## src/rtl/pipe_stall_regs.sv

```systemverilog
// pipe_stall_regs: IF/ID and ID/EX pipeline registers with stall/flush control and PC write enable.
// Optional performance counters are enabled by defining PIPE_PERF_CNT_EN.
module pipe_stall_regs #(
    parameter int IW  = 9,
    parameter int PCW = 10,
    parameter int CW  = 16
) (
    input  logic           clk,
    input  logic           reset,
    input  logic [IW-1:0]  fetch_instr,
    input  logic [PCW-1:0] fetch_pc,
    input  logic           fetch_valid,
    input  logic [2:0]     id_rs,
    input  logic [2:0]     id_rd,
    input  logic           id_mem_read,
    input  logic           id_mem_write,
    input  logic           id_reg_write,
    input  logic           stall,
    input  logic           flush,
    output logic           pc_write_en,
    output logic [IW-1:0]  if_id_instr,
    output logic [PCW-1:0] if_id_pc,
    output logic           if_id_valid,
    output logic           id_ex_valid,
    output logic [PCW-1:0] id_ex_pc,
    output logic [2:0]     id_ex_rs,
    output logic [2:0]     id_ex_rd,
    output logic           id_ex_mem_read,
    output logic           id_ex_mem_write,
    output logic           id_ex_reg_write,
    output logic           stall_err,
    output logic [CW-1:0]  stall_cycles,
    output logic [CW-1:0]  flush_cycles
);
    logic eff_stall;
    logic stall_hist;

    // A stall against an empty IF/ID slot is meaningless, and flush overrides it.
    assign eff_stall   = stall & if_id_valid & ~flush;
    assign pc_write_en = reset | ~eff_stall;

    always_ff @(posedge clk) begin
        if (reset || flush) begin
            if_id_valid <= 1'b0;
            if_id_instr <= '0;
            if_id_pc    <= '0;
        end else if (!eff_stall) begin
            if_id_valid <= fetch_valid;
            if_id_instr <= fetch_instr;
            if_id_pc    <= fetch_pc;
        end
    end

    always_ff @(posedge clk) begin
        if (reset || flush || eff_stall) begin
            id_ex_valid     <= 1'b0;
            id_ex_pc        <= '0;
            id_ex_rs        <= '0;
            id_ex_rd        <= '0;
            id_ex_mem_read  <= 1'b0;
            id_ex_mem_write <= 1'b0;
            id_ex_reg_write <= 1'b0;
        end else begin
            id_ex_valid     <= if_id_valid;
            id_ex_pc        <= if_id_pc;
            id_ex_rs        <= id_rs;
            id_ex_rd        <= id_rd;
            id_ex_mem_read  <= id_mem_read & if_id_valid;
            id_ex_mem_write <= id_mem_write & if_id_valid;
            id_ex_reg_write <= id_reg_write & if_id_valid;
        end
    end

    // Back-to-back effective stalls mean the hazard unit ignored the bubble it caused.
    always_ff @(posedge clk) begin
        if (reset) begin
            stall_hist <= 1'b0;
            stall_err  <= 1'b0;
        end else begin
            stall_hist <= eff_stall;
            stall_err  <= stall_err | (eff_stall & stall_hist);
        end
    end

`ifdef PIPE_PERF_CNT_EN
    always_ff @(posedge clk) begin
        if (reset) begin
            stall_cycles <= '0;
            flush_cycles <= '0;
        end else begin
            if (eff_stall && !(&stall_cycles))
                stall_cycles <= stall_cycles + CW'(1);
            if (flush && !(&flush_cycles))
                flush_cycles <= flush_cycles + CW'(1);
        end
    end
`else
    assign stall_cycles = '0;
    assign flush_cycles = '0;
`endif

endmodule

```

## config.mk

```make
export PLATFORM = sky130hd
export DESIGN_NAME = pipe_stall_regs
export DESIGN_NICKNAME = d
export VERILOG_FILES = /design/src/rtl/pipe_stall_regs.sv
export SDC_FILE = /design/constraint.sdc
export NUM_CORES = 1
export LEC_CHECK = 0
export ABC_AREA = 1
export CAP_MARGIN = 40
export CORE_MARGIN = 2
export CORE_UTILIZATION = 37
export DETAILED_ROUTE_END_ITERATION = 12
export PLACE_DENSITY = 0.84
export RECOVER_POWER = 50
export SETUP_SLACK_MARGIN = 0.1
export SYNTH_ARGS = -nofsm -noshare
export SYNTH_HDL_FRONTEND = slang
export SYNTH_SLANG_ARGS = --single-unit
```

## constraint.sdc

```tcl
create_clock -name clk -period 1.4 [get_ports clk]
set_clock_uncertainty 0.2 [all_clocks]
set_input_delay 0.28 -clock clk [delete_from_list [all_inputs] [get_ports clk]]
set_output_delay 0.28 -clock clk [all_outputs]
set_load 0.02 [all_outputs]
```

==> reports/metrics.cfg, run 1 <==
[run_status]
status = complete, but fails checks
failed_checks = negative setup slack

[clocking]
worstSkewPairLatency_ns = 0.28
htreeDepth = 2
cts_buffers = 5
clock-sinks = 42
cts_tree = yes
path_clk_slew_ns = 0.07
clockBufferDepth = 2
root_buffer = clkbuf_8

[yosys]
postSynthCellCount = 232
ys_types = 13
ys_seq_area_share_pct = 47.2
synth_top_family_by_area = simple AND/OR/NAND/NOR gates
synth_simple_gate_area_share_pct = 27.2
muxShareOfSynthArea_pct = 0
synth_xor_area_share_pct = 0
yosys.area_share.adder_pct = 0
synth-seq-cells = 42
syn_area_um2 = 1780
synth_compound_area_share_pct = 0
postSynthAreaPerCell_um2 = 7.68
yosysWarnings = 0

[worst_setup_path]
critPathLaunchType = flop
endpoint = if_id_valid
arrival_ns = 0.97
crit_start = if_id_valid$_SDFFE_PP0N_
cp-end-kind = output pin
path_max_fanout = 4
crit_required_ns = 0.92
worst_r2r_endpoint = id_ex_rd[1]$_SDFF_PP0_
ff2ff_path_depth = 5
crit_type = reg2out
rrSetupSlack_ns = 0.06
timing.rr.start = if_id_valid$_SDFFE_PP0N_

[floorplan]
fp.dieW_um = 73.4
die_area_um2 = 5390
rows = 25
die_y_um = 73.4
start_util_pct = 38.0
pin_count = 107
coreArea_um2 = 4690

[grt]
track_usage_pct = 14.8
grt_pass1_wl_um = 6210
grt_antenna_before_repair = 0
grt_start_max_net_pins = 40
grt_pass1_vias = 1447
overflow = 0

[route]
wl_per_cell_um = 10.5
drt-vias-per-instance = 4.12
drt_iter0_drc = 58
drcViolationCount = 0
routed-via-count = 1553
drt-pass1-iter-count = 3
postRouteAntennaNets = 0
drt-total-wl_um = 3970

[placed_design]
hpwl_um = 2800
place_congestion = 0.718
dp.cells = 367
numPortBuffers = 74

[hold_path]
hold_path.class = in2reg

[power_and_ir_drop]
power_mw = 2.39
peakVddDrop_uv = 441
power_leakage_nw = 1.30
power_density_nw_per_um2 = 972

[timing]
min_period_ns = 1.45
fmax_ghz = 0.689
tns_ns = -0.0883
final-hold-violation-count = 0
fin_crit_sh_pct = 104
setup_ws_ns = -0.0517
setup_violations = 2
slew_viol_final = 0
rsz0062_at_grt = yes

[layout]
drive_above_1_share_pct = 21.7
area_growth_pct = 37.9
instances_no_fill = 377
n_antenna_cell = 0
nNetsFinal = 356

[flow_run]
drv_cap = 0

Yosys cell counts:
cell / n / share of area [%]
inv_1: 39 / 8.2
nor3_1: 9 / 2.5
buf_6: 2 / 1.3
nand3_1: 1 / 0.28
nor2_1: 39 / 8.2
nor2_2: 1 / 0.35
buf_4: 33 / 14
dfxtp_1: 42 / 47
buf_2: 7 / 2.0
nand2_2: 1 / 0.35
conb_1: 1 / 0.21
nand2_1: 47 / 9.9
nor3_2: 10 / 5.6
through the flow:
step	util [%]	worst slack, ns	cell area, um2	hold slack [ns]
after floorplan	-	0.113	1900	0.191
after global placement	54.1	-0.617	2540	0.235
after detailed placement	54.1	-0.611	2540	0.241
after CTS	51.8	-0.0611	2430	0.193
after global routing	52.4	-0.0950	2460	0.238
final	52.4	-0.0517	2460	0.204
layer usage:
metal	routed length, um	GRT usage, %	up-vias
met1	1500	16.2	694
met5	0	0	-
met4	39	6.46	0
met2	2090	27.4	69
li1	-	-	786
met3	340	2.88	4
repair_timing:
action	CTS	global route
gates resized for setup	178	13
endpoints found under the setup margin	82	44
setup buffers	1	2
hold buffers	0	0
pin swaps	3	1
power by group:
part / internal, mW / total [mW] / leakage, nW / switching, mW
registers: 1.24 / 1.25 / 0.344 / 0.0173
clock network: 0.334 / 0.708 / 0.0438 / 0.373
logic: 0.175 / 0.428 / 0.917 / 0.253
total: 1.74 / 2.39 / 1.30 / 0.644
state kept, by name (all words and copies together), names as in the netlist:
register / count
id_ex_pc: 10
if_id_pc: 10
if_id_instr: 9
id_ex_rd: 3
id_ex_rs: 3
id_ex_mem_read: 1
id_ex_mem_write: 1
id_ex_reg_write: 1
id_ex_valid: 1
if_id_valid: 1
stall_err: 1
stall_hist: 1
layout by cell type, fill, tap and decap left out, drive strengths merged:
| cell type | Yosys | routed |
|---|---|---|
| dlygate4sd2 | 0 | 3 |
| buf | 42 | 47 |
| clkbuf | 0 | 21 |
| inv | 39 | 39 |
| nand3 | 1 | 1 |
| nor2 | 40 | 40 |
| clkdlybuf4s50 | 0 | 29 |
| conb | 1 | 32 |
| nor3 | 19 | 19 |
| dfxtp | 42 | 42 |
| clkinv | 0 | 2 |
| nand2 | 48 | 48 |
cell type report:
cell class | instances | area [um2]
clock buffers | 5 | 68.8
clock inverters | 2 | 10.0
fillers | 478 | 2230
inverters | 39 | 146
multi-input cells | 140 | 608
flip-flops and latches | 42 | 843
well taps | 54 | 67.6
repair buffers | 95 | 713
kinds of logic after synthesis:
logic type    after synthesis
simple gates              108
buf+inv                    81
flops                      42
other cells                 1
worst min path at each step:
stage / startpoint / to / slack [ns] / cells past startpoint
2_1_floorplan: fetch_valid / if_id_valid$_SDFFE_PP0N_ / 0.19 / 2
3_3_place_gp: if_id_pc[9]$_SDFFE_PP0N_ / id_ex_pc[9]$_SDFF_PP0_ / 0.24 / 2
3_5_place_dp: if_id_pc[9]$_SDFFE_PP0N_ / id_ex_pc[9]$_SDFF_PP0_ / 0.24 / 2
4_1_cts: reset / stall_err$_SDFF_PP0_ / 0.19 / 4
5_1_grt: reset / stall_err$_SDFF_PP0_ / 0.24 / 4
6_report: reset / stall_err$_SDFF_PP0_ / 0.20 / 4
worst max-delay path, cell delays in order, from the launching register on:
cell	delay, ns
dfxtp_2	0.33
buf_4	0.13
buf_6	0.12
buf_6	0.12
Note: power is estimated with default switching activity, not from simulation.
==> run 2, diff against run 1 <==
--- a/config.mk
+++ b/config.mk
@@ -8,9 +8,9 @@
 export ABC_AREA = 1
 export CAP_MARGIN = 40
 export CORE_MARGIN = 2
-export CORE_UTILIZATION = 37
+export CORE_UTILIZATION = 33
 export DETAILED_ROUTE_END_ITERATION = 12
-export PLACE_DENSITY = 0.84
+export PLACE_DENSITY = 0.79
 export RECOVER_POWER = 50
 export SETUP_SLACK_MARGIN = 0.1
 export SYNTH_ARGS = -nofsm -noshare
==> constraint.sdc (replaced) <==
create_clock -name clk -period 1.2 [get_ports clk]
set_clock_uncertainty 0.2 [all_clocks]
set_input_delay 0.24 -clock clk [delete_from_list [all_inputs] [get_ports clk]]
set_output_delay 0.24 -clock clk [all_outputs]
set_load 0.02 [all_outputs]
==> reports/metrics.cfg, run 2 (synthesized netlist as in run 1, its figures left out) <==
[hold_path]
hold_start = reset
hold_path.class = in2reg
min_to = stall_err$_SDFF_PP0_
hold_depth = 4

[worst_setup_path]
critPathLaunchType = flop
crit_type = reg2out
cp-end-kind = output pin
arrival_ns = 0.94
path_cells = nand2_4, inv_4, nand2_4, buf_6
cpMostUsedCell = nand2_4
rrSetupSlack_ns = -0.12
cpMaxStageDelayCell = dfxtp_4
timing.rr.start = if_id_valid$_SDFFE_PP0N_
slowest_delay_ns = 0.37
path_max_fanout = 2
worst_r2r_endpoint = id_ex_pc[1]$_SDFF_PP0_
ff2ff_path_depth = 5
crit_required_ns = 0.76

[timing]
rsz0062_at_grt = yes
min_period_ns = 1.38
setup_violations = 22
slew_viol_final = 0
final-hold-violation-count = 0
fmax_ghz = 0.723
fin_crit_sh_pct = 115
hold_slack_ns = 0.220
setup_ws_ns = -0.183

[route]
drt-total-wl_um = 3910
drt_iter0_drc = 52
m1WireLength_um = 1590
postRouteAntennaNets = 0
routed-via-count = 1529
wl_met2_um = 1990
wl_per_cell_um = 9.90
met3_length_um = 285
drt-pass1-iter-count = 4
drt-vias-per-instance = 3.87
drcViolationCount = 0
maxUsedRoutingLayer = met4

[layout]
layout_commonest_cell = nand2_1
nNetsFinal = 358
most-common-layout-cells = nand2_1, buf_6, dfxtp_2
multi_input_area_um2 = 626
drive_above_1_share_pct = 39.4
ff_latch_area_um2 = 895
n_antenna_cell = 0
final_area_um2 = 2820
fillCellCount = 461
area_growth_pct = 58.4
largestRegisters = id_ex_pc x10, if_id_pc x10, if_id_instr x9

[flow_run]
drv_cap = 0

[floorplan]
rows = 26
coreArea_um2 = 5170
fp.dieW_um = 77.5
start_util_pct = 34.4
die_y_um = 77.5
die_area_um2 = 6000
pin_count = 107

[placed_design]
place_area_um2 = 2610
place_congestion = 0.809
numPortBuffers = 74
hpwl_um = 2650

[grt]
track_usage_pct = 13.1
grt_start_max_net_pins = 40
grt_pass1_vias = 1438
overflow = 0
grt_pass1_wl_um = 6330
grt_antenna_before_repair = 0

[power_and_ir_drop]
peakVddDrop_uv = 361
power_density_nw_per_um2 = 1020
power_leakage_nw = 1.46
power_mw = 2.88

[clocking]
cts_buffers = 5
clockBufferDepth = 2
clock-sinks = 42
worstSkewPairLatency_ns = 0.28
cts_tree = yes
root_buffer = clkbuf_8
cts_hold_buffers = 0
path_clk_slew_ns = 0.08
htreeDepth = 2

[run_status]
status = complete, but fails checks
failed_checks = negative setup slack

-- run 2: changes by cell type in the layout (fill, tap and decap cells not counted), sizes merged --
cell	change
clkbuf	-16
buf	+18
-- run 2: area by class of cell --
class / instances / area share [%]
repair buffers: 97 / 35.0
clock buffers: 5 / 2.44
flip-flops and latches: 42 / 31.7
inverters: 39 / 5.27
multi-input cells: 140 / 22.2
well taps: 70 / 3.10
clock inverters: 2 / 0.355
-- run 2: worst max path at each step --
stage                             startpoint                        to  cells after the start
finish              if_id_valid$_SDFFE_PP0N_               pc_write_en                      4
detailed placement                     reset               pc_write_en                      4
CTS                 if_id_valid$_SDFFE_PP0N_               pc_write_en                      4
global placement                       stall               pc_write_en                      5
global route        if_id_valid$_SDFFE_PP0N_               pc_write_en                      4
floorplan           if_id_valid$_SDFFE_PP0N_  if_id_pc[0]$_SDFFE_PP0N_                      5
-- run 2: metal layers --
layer | vias to the layer above | track usage, %
met5 | - | 0
met4 | 0 | 4.29
met3 | 2 | 3.72
met2 | 66 | 24.4
met1 | 672 | 14.2
li1 | 789 | -
-- run 2: worst max-delay path, delay by kind of cell (launching register included) --
family	cells	cell delay [ns]
buffers and inverters	2	0.19
DFF	1	0.37
and+or+nand+nor	2	0.10
-- run 2: repair_timing --
item / in CTS / in global routing
setup buffers: 1 / 1
endpoints found under the setup margin: 83 / 83
gates resized for setup: 299 / 2
pin swaps: 1 / 0
-- run 2: power breakdown --
| group | internal (mW) | leakage (nW) | total [mW] | switching [mW] |
|---|---|---|---|---|
| registers | 1.45 | 0.361 | 1.48 | 0.0291 |
| logic | 0.262 | 1.05 | 0.561 | 0.299 |
| clock network | 0.391 | 0.0438 | 0.839 | 0.448 |
-- run 2: stage by stage --
stage / instances / setup TNS [ns] / util (%) / setup WS, ns
detailed placement: 386 / -30.09 / 50.4 / -0.743
global placement: 386 / -28.98 / 50.4 / -0.723
floorplan: 263 / 0 / - / 0.0329
CTS: 394 / -3.46 / 54.3 / -0.198
global route: 395 / -4.12 / 54.6 / -0.229
finish: 395 / -2.22 / 54.6 / -0.183
